File: src/rtl/gb_cart_pkg.sv
// Shared constants, types and region decode for the Game Boy cartridge mappers.
package gb_cart_pkg;

    localparam logic [15:0] ROM0_BASE  = 16'h0000;
    localparam logic [15:0] ROMX_BASE  = 16'h4000;
    localparam logic [15:0] RAM_BASE   = 16'hA000;

    localparam logic [15:0] REG_RAMEN  = 16'h0000;
    localparam logic [15:0] REG_BANKLO = 16'h2000;
    localparam logic [15:0] REG_BANKHI = 16'h4000;
    localparam logic [15:0] REG_MODE   = 16'h6000;

    localparam logic [3:0] RAM_KEY     = 4'hA;
    localparam logic [7:0] CART_DO_RST = 8'hFF;

    typedef enum logic [1:0] {IDLE, REQ, DONE} state_t;
    typedef enum logic [1:0] {RG_ROM0, RG_ROMX, RG_RAM, RG_NONE} region_t;

    function automatic region_t region_of(input logic [15:0] a);
        if (a[15:14] == ROM0_BASE[15:14])
            return RG_ROM0;
        else if (a[15:14] == ROMX_BASE[15:14])
            return RG_ROMX;
        else if (a[15:13] == RAM_BASE[15:13])
            return RG_RAM;
        else
            return RG_NONE;
    endfunction

endpackage

File: src/rtl/mbc1_bank_map.sv
// Combinational MBC1 address translation: 16-bit bus address to flat ROM/RAM byte address.
module mbc1_bank_map
    import gb_cart_pkg::*;
#(
    parameter int ROM_AW = 21,
    parameter int RAM_AW = 15
) (
    input  logic [15:0]       addr,
    input  logic [4:0]        bank_lo,
    input  logic [1:0]        bank_hi,
    input  logic              mode,
    input  logic [6:0]        rom_mask,
    input  logic              ram_en,
    input  logic              ram_present,
    output logic [ROM_AW-1:0] map_addr,
    output logic              sel_ram,
    output logic              rom_hit,
    output logic              ram_hit,
    output logic              ram_ok
);

    region_t    rg;
    logic [6:0] bank_raw;
    logic [6:0] bank;
    logic [1:0] rbank;

    always_comb begin
        rg       = region_of(addr);
        // In mode 1 the upper bank bits also steer the fixed 0000-3FFF window.
        if (rg == RG_ROMX)
            bank_raw = {bank_hi, bank_lo};
        else
            bank_raw = mode ? {bank_hi, 5'b0} : 7'd0;
        bank     = bank_raw & rom_mask;
        rbank    = mode ? bank_hi : 2'b00;
        rom_hit  = (rg == RG_ROM0) || (rg == RG_ROMX);
        ram_hit  = (rg == RG_RAM);
        ram_ok   = ram_hit && ram_en && ram_present;
        sel_ram  = ram_hit;
        if (ram_hit)
            map_addr = ROM_AW'(RAM_AW'({rbank, addr[12:0]}));
        else
            map_addr = ROM_AW'({bank, addr[13:0]});
    end

endmodule

File: src/rtl/cart_mbc1.sv
// MBC1 mapper: control registers, strobe edge detect, one-deep pending slot and memory handshake FSM.
// state | meaning
// IDLE  | no access outstanding; launches a bus or pending access
// REQ   | mem_req held with stable fields until mem_ack
// DONE  | access finished, cart_do valid, back to IDLE
module cart_mbc1
    import gb_cart_pkg::*;
#(
    parameter int ROM_AW = 21,
    parameter int RAM_AW = 15
) (
    input  logic              clk,
    input  logic              reset_n,
    input  logic [15:0]       cart_addr,
    input  logic              cart_rd,
    input  logic              cart_wr,
    input  logic [7:0]        cart_di,
    output logic [7:0]        cart_do,
    output logic              cart_ready,
    input  logic [6:0]        rom_mask,
    input  logic              ram_present,
    output logic              mem_req,
    input  logic              mem_ack,
    output logic              mem_we,
    output logic              mem_sel_ram,
    output logic [ROM_AW-1:0] mem_addr,
    output logic [7:0]        mem_wdata,
    input  logic [7:0]        mem_rdata
);

    logic        ram_en, mode;
    logic [4:0]  bank_lo;
    logic [1:0]  bank_hi;
    logic        rd_q, wr_q;
    logic [15:0] addr_q;
    state_t      state, state_nx;
    logic        pend, pend_we;
    logic [15:0] pend_addr;
    logic [7:0]  pend_data;

    logic        rd_edge, wr_edge, addr_move, rd_ev, ctrl_wr, bus_ev, use_pend;
    logic        launch, ff_load, launch_we;
    logic [7:0]  launch_data;
    logic [15:0] map_in;
    region_t     bus_rg;

    logic [ROM_AW-1:0] map_addr;
    logic              map_sel_ram, map_rom_hit, map_ram_hit, map_ram_ok;

    always_comb begin
        rd_edge     = cart_rd & ~rd_q;
        wr_edge     = cart_wr & ~wr_q;
        bus_rg      = region_of(cart_addr);
        ctrl_wr     = wr_edge & ~cart_addr[15];
        // A moving address under a held read only counts as a new access while busy.
        addr_move   = cart_rd & rd_q & ~wr_edge & (cart_addr != addr_q);
        rd_ev       = (rd_edge & ~wr_edge) | (addr_move & (state != IDLE));
        bus_ev      = (rd_ev & (bus_rg != RG_NONE)) | (wr_edge & (bus_rg == RG_RAM));
        use_pend    = (state == IDLE) & pend & ~bus_ev;
        map_in      = use_pend ? pend_addr : cart_addr;
        launch_we   = use_pend ? pend_we : wr_edge;
        launch_data = use_pend ? pend_data : cart_di;
    end

    mbc1_bank_map #(.ROM_AW(ROM_AW), .RAM_AW(RAM_AW)) u_map (
        .addr        (map_in),
        .bank_lo     (bank_lo),
        .bank_hi     (bank_hi),
        .mode        (mode),
        .rom_mask    (rom_mask),
        .ram_en      (ram_en),
        .ram_present (ram_present),
        .map_addr    (map_addr),
        .sel_ram     (map_sel_ram),
        .rom_hit     (map_rom_hit),
        .ram_hit     (map_ram_hit),
        .ram_ok      (map_ram_ok)
    );

    always_ff @(posedge clk or negedge reset_n) begin
        if (!reset_n)
            state <= IDLE;
        else
            state <= state_nx;
    end

    always_comb begin
        state_nx = state;
        launch   = 1'b0;
        ff_load  = 1'b0;
        case (state)
            IDLE: begin
                if (bus_ev || pend) begin
                    if (map_ram_hit && !map_ram_ok) begin
                        ff_load = ~launch_we;
                    end else if (map_rom_hit || map_ram_ok) begin
                        launch   = 1'b1;
                        state_nx = REQ;
                    end
                end
            end
            REQ:     if (mem_ack) state_nx = DONE;
            DONE:    state_nx = IDLE;
            default: state_nx = IDLE;
        endcase
    end

    assign mem_req    = (state == REQ);
    assign cart_ready = (state != REQ);

    always_ff @(posedge clk or negedge reset_n) begin
        if (!reset_n) begin
            ram_en      <= 1'b0;
            bank_lo     <= 5'd1;
            bank_hi     <= 2'd0;
            mode        <= 1'b0;
            rd_q        <= 1'b0;
            wr_q        <= 1'b0;
            addr_q      <= 16'h0000;
            pend        <= 1'b0;
            pend_we     <= 1'b0;
            pend_addr   <= 16'h0000;
            pend_data   <= 8'h00;
            cart_do     <= CART_DO_RST;
            mem_we      <= 1'b0;
            mem_sel_ram <= 1'b0;
            mem_addr    <= '0;
            mem_wdata   <= 8'h00;
        end else begin
            rd_q   <= cart_rd;
            wr_q   <= cart_wr;
            addr_q <= cart_addr;

            if (ctrl_wr) begin
                if (cart_addr[14:13] == REG_RAMEN[14:13])
                    ram_en <= (cart_di[3:0] == RAM_KEY);
                if (cart_addr[14:13] == REG_BANKLO[14:13])
                    bank_lo <= (cart_di[4:0] == 5'd0) ? 5'd1 : cart_di[4:0];
                if (cart_addr[14:13] == REG_BANKHI[14:13])
                    bank_hi <= cart_di[1:0];
                if (cart_addr[14:13] == REG_MODE[14:13])
                    mode <= cart_di[0];
            end

            if (state == IDLE && (bus_ev || pend)) begin
                pend <= 1'b0;
            end else if (state != IDLE && bus_ev) begin
                pend      <= 1'b1;
                pend_addr <= cart_addr;
                pend_we   <= wr_edge;
                pend_data <= cart_di;
            end

            if (launch) begin
                mem_addr    <= map_addr;
                mem_sel_ram <= map_sel_ram;
                mem_we      <= launch_we;
                mem_wdata   <= launch_data;
            end

            if (ff_load)
                cart_do <= CART_DO_RST;
            else if (state == REQ && mem_ack && !mem_we)
                cart_do <= mem_rdata;
        end
    end

endmodule

File: config.mk
export PLATFORM = sky130hd
export DESIGN_NAME = cart_mbc1
export DESIGN_NICKNAME = d
export VERILOG_FILES = /design/src/rtl/gb_cart_pkg.sv /design/src/rtl/mbc1_bank_map.sv /design/src/rtl/cart_mbc1.sv
export SDC_FILE = /design/constraint.sdc
export NUM_CORES = 1
export LEC_CHECK = 0
export CAP_MARGIN = 30
export CORE_MARGIN = 1
export CORE_UTILIZATION = 51
export DETAILED_ROUTE_END_ITERATION = 12
export GPL_ROUTABILITY_DRIVEN = 1
export PLACE_DENSITY = 0.84
export SETUP_SLACK_MARGIN = 0.5
export SYNTH_ARGS = -nofsm -noshare
export SYNTH_HDL_FRONTEND = slang
export SYNTH_SLANG_ARGS = --single-unit
File: constraint.sdc
create_clock -name clk -period 3 [get_ports clk]
set_clock_uncertainty 0.15 [all_clocks]
set_input_delay 0.45 -clock clk [delete_from_list [all_inputs] [get_ports clk]]
set_output_delay 0.45 -clock clk [all_outputs]
set_load 0.03 [all_outputs]
==> results.txt <==
----------------------------------------------------
[Setup path]
  Cell family with most CP delay ... buffers and inverters
  Beginning of the worst register-to-register path ... state[1]
  Crit path capture type ... register
  Critical Path RT ... about 3000 ps
  Most frequent CP cell ... sky130_fd_sc_hd__mux2_4
  Number of buffer and inverter stages on the critical path ... 2
  First element of the critical path ... cart_wr
  Critical-path cell with the highest stage delay ... sky130_fd_sc_hd__clkdlybuf4s50_1
  Setup CP Type ... in2reg
  Cell breakdown of the critical path ... clkdlybuf4s50_1 > nand2b_4 > mux2_4 > a211o_1 > a21oi_4 > nor2_4 > buf_12 > mux2_4
  Delay of the slowest critical-path stage ... roughly 540 ps
  Crit start category ... input pin
  CP Data Arrival Time ... roughly 2500 ps
  CP Max Fanout ... 13

[Timing]
  Worst slew margin relative to its limit ... roughly 57%
  Final worst-path cycle share ... about four fifths
  Clock period minus worst slack ... roughly 2500 ps
  Final number of setup-violating endpoints ... 0
  Post-Route Hold Slack ... between 150 and 200 ps
  Final Hold Vio Count ... 0
  Unrepaired setup endpoints after global routing ... true
  FMAX ... roughly 400 MHz
  Max-slew violations ... 0
  Actual transition at the worst max-transition pin ... 652.1 ps

[Global route]
  Maximum number of pins on one net before global-route repair ... 53
  Number of antenna violations at the first check in global routing ... 0
  Overall Global Routing Usage ... between 20% and 30%
  Global-route wire length before repair ... 15.17 mm
  Vias in the first global route ... 3026
  Total congestion overflow ... 0

[Synthesis]
  Top cells by area, synth ... sky130_fd_sc_hd__dfrtp_1 (50%), sky130_fd_sc_hd__mux2_2 (14%), sky130_fd_sc_hd__mux2_4 (9.1%), sky130_fd_sc_hd__dfstp_2 (5.5%), sky130_fd_sc_hd__xor2_1 (3.3%)
  Cells after synthesis ... roughly 320
  Yosys warnings ... 0
  Async set-reset flop share out of synthesis ... 100.0%
  Synth Cell Area ... 0.004278 mm^2
  Cell variety after synth ... 43
  Fraction of post-synthesis cell area in the top cell type by area ... between 40% and 50%
  Number of enable-type register cells in the synthesized netlist ... 0
  Number of synthesized register bits ... 94
  Library cell occupying the most area in the post-synthesis netlist ... sky130_fd_sc_hd__dfrtp_1
  Mean instance size in the synthesized netlist ... between 10 and 15 um^2
  Proportion of synthesized chip area in sequential cells ... roughly 55%
  Main synth FF type ... sky130_fd_sc_hd__dfrtp_1
  Synthesized netlist net count ... between 300 and 400

[Power]
  IR Drop Worst-Case VDD ... 0.4700 mV
  Power consumption ... 5412 uW
  Power density over the cells ... slightly below 1000 mW/mm^2
  Switching Share ... between 30% and 40%
  LEAKAGE ... about 0.0025 uW
  Comb power frac ... 44.7%
  Fraction of power consumed by the clock network ... ~17%
  Switch Pwr ... around 1900 uW
  Proportion of power drawn by flip-flops and latches ... around two fifths
  Cell-internal power ... about 3500 uW

[Route]
  Number of detailed-routing iterations run before antenna repair ... 4
  Total via count after detailed routing ... slightly below 3000
  DRC errors left ... 0
  Iteration-0 DRC Markers ... ~190
  Average wire per cell in the routed design ... approximately 18 um
  Count of antenna-violating nets left after detailed routing ... 0
  Via/cell ratio ... 5.482
  Total routed wirelength ... around 9.4 mm

[Clock network]
  Clock buffer depth ... 2
  Insertion delay of the later-clocked pin in the worst-skew pair ... ~360 ps
  Number of buffers added by the clock tree synthesis step ... 9
  CTS tree ... built
  Number of sinks handled by clock tree synthesis ... 94
  Root Driver ... sky130_fd_sc_hd__clkbuf_8
  Clock transition at the register clock pins on the worst setup and hold paths after CTS ... 90 ps
  Htree depth ... 3

[Floorplanning]
  Number of top-level design ports ... between 80 and 90
  Initial Utilization ... 52.33%
  DIE AREA ... ~0.009 mm^2
  Total number of placement rows ... 33
  Die height ... 93.59 um
  Horizontal die dimension ... roughly 94 um
  Core region area ... around 0.0082 mm^2

[Layout]
  Filler Cells Inserted ... roughly 600
  Net count reported at finish ... between 400 and 500
  Footprint of the multi-input gates ... around 0.0018 mm^2
  Register area ... 0.002364 mm^2
  Area grow syn2layout ... 31.50%
  Final antenna diode count ... 0
  Fraction of layout cells with a size suffix above 1 ... approximately a third

[Hold path]
  Worst min path class ... in2reg
  Hold Crit Start ... cart_addr[9]

[Place]
  Number of buffers added on ports ... 85
  Weighted congestion reported at the end of routability-driven placement ... ~0.95
  Post-DP HPWL ... 6.430 mm

[Run]
  Max-capacitance violation count ... 0

[Status]
  Run status ... complete, no violations

----------------------------------------------------
==> layout make-up <==
type,count,area share (%)
repair buffers,104,18.66
clock inverters,6,1.512
inverters,6,0.4004
clock buffers,10,2.447
flip-flops and latches,94,42.02
well taps,105,2.335
multi-input cells,204,32.63
==> cell families after synthesis <==
family / Yosys count / synth area share [%]
XOR/XNOR: 16 / 3.276
flip-flops: 94 / 55.25
buffers and inverters: 19 / 3.363
multiplexers: 85 / 24.48
AND/OR/NAND/NOR: 77 / 9.331
AO/OA/AOI/OAI: 26 / 4.300
==> cell usage in the layout (no fill, tap or decap), types with 5 or more instances in the layout <==
| cell | n |
|---|---|
| sky130_fd_sc_hd__o21ai_0 | 7 |
| sky130_fd_sc_hd__mux2i_1 | 5 |
| sky130_fd_sc_hd__inv_1 | 6 |
| sky130_fd_sc_hd__mux2_2 | 53 |
| sky130_fd_sc_hd__and3_1 | 6 |
| sky130_fd_sc_hd__dfrtp_1 | 85 |
| sky130_fd_sc_hd__xor2_1 | 16 |
| sky130_fd_sc_hd__nand2_1 | 26 |
| sky130_fd_sc_hd__clkdlybuf4s50_1 | 81 |
| sky130_fd_sc_hd__nor2_1 | 9 |
| sky130_fd_sc_hd__buf_4 | 14 |
| sky130_fd_sc_hd__dfstp_2 | 9 |
| sky130_fd_sc_hd__clkbuf_8 | 10 |
| sky130_fd_sc_hd__nand3_1 | 11 |
| sky130_fd_sc_hd__mux2_4 | 26 |
==> synthesized netlist by cell type, types with 2 or more instances <==
cell / instances
sky130_fd_sc_hd__dfstp_2: 9
sky130_fd_sc_hd__buf_4: 3
sky130_fd_sc_hd__and3_1: 6
sky130_fd_sc_hd__nand2b_1: 4
sky130_fd_sc_hd__nand3_1: 12
sky130_fd_sc_hd__nor2b_1: 2
sky130_fd_sc_hd__mux2_4: 26
sky130_fd_sc_hd__nor4_1: 6
sky130_fd_sc_hd__inv_1: 6
sky130_fd_sc_hd__mux2i_1: 6
sky130_fd_sc_hd__nand2_1: 26
sky130_fd_sc_hd__nor2_1: 9
sky130_fd_sc_hd__dfrtp_1: 85
sky130_fd_sc_hd__xor2_1: 16
sky130_fd_sc_hd__nor3_1: 2
sky130_fd_sc_hd__mux2_2: 53
sky130_fd_sc_hd__buf_6: 8
sky130_fd_sc_hd__a21oi_1: 5
sky130_fd_sc_hd__a211oi_1: 2
sky130_fd_sc_hd__o21ai_0: 8
==> per-layer routing <==
layer  GRT usage (%)  share of wire (%)
met3           5.041                6.4
met2           37.56                 49
met1           29.50                 43
met5               0                  0
met4           10.90                2.1
==> power by group through the flow <==
stage	combinational [uW]	sequential, uW	clock (uW)
CTS	2410	2050	943
finish	2420	2060	929
global route	2570	2110	981
global placement	2300	2050	0
detailed placement	2360	2070	0
floorplan	1030	2520	0
==> final timing paths <==
kind | end | slack [ps] | depth (start not counted)
max | mem_addr[4] | 550 | 8
min | addr_q[9] | 160 | 1
max reg2reg | mem_addr[4] | 590 | 7
min reg2reg | cart_do[7] | 340 | 2
max in group asynchronous | bank_lo[0] | 1470 | 3
min in group asynchronous | mem_we | 510 | 2
==> timing repair <==
action | CTS | global route
hold buffers | 1 | 0
gates resized for setup | 8 | 12
setup buffers | 1 | 1
pin swaps | 2 | 3
endpoints found under the setup margin | 23 | 58
endpoints found under the hold margin | 41 | 0
==> state kept, by name (all words and copies together) (netlist names) <==
signal,flops
mode,1
mem_wdata,8
rd_q,1
mem_we,1
bank_hi,2
mem_sel_ram,1
wr_q,1
mem_addr,21
addr_q,16
pend_we,1
state,2
ram_en,1
cart_do,8
pend_addr,16
pend_data,8
bank_lo,5
pend,1
==> metrics by stage <==
step | setup TNS, ps | utilization (%) | setup WS [ps] | cells | area (um^2)
floorplan | 0 | - | 641.1 | 317 | 4278
global placement | -358.6 | 64.71 | -37.17 | 510 | 5290
detailed placement | -49.35 | 64.71 | -13.20 | 510 | 5290
CTS | 0 | 68.12 | 505.9 | 528 | 5569
global route | 0 | 68.81 | 490.5 | 529 | 5625
finish | 0 | 68.81 | 549.4 | 529 | 5625
No activity file was read; power rests on OpenSTA's default activity.
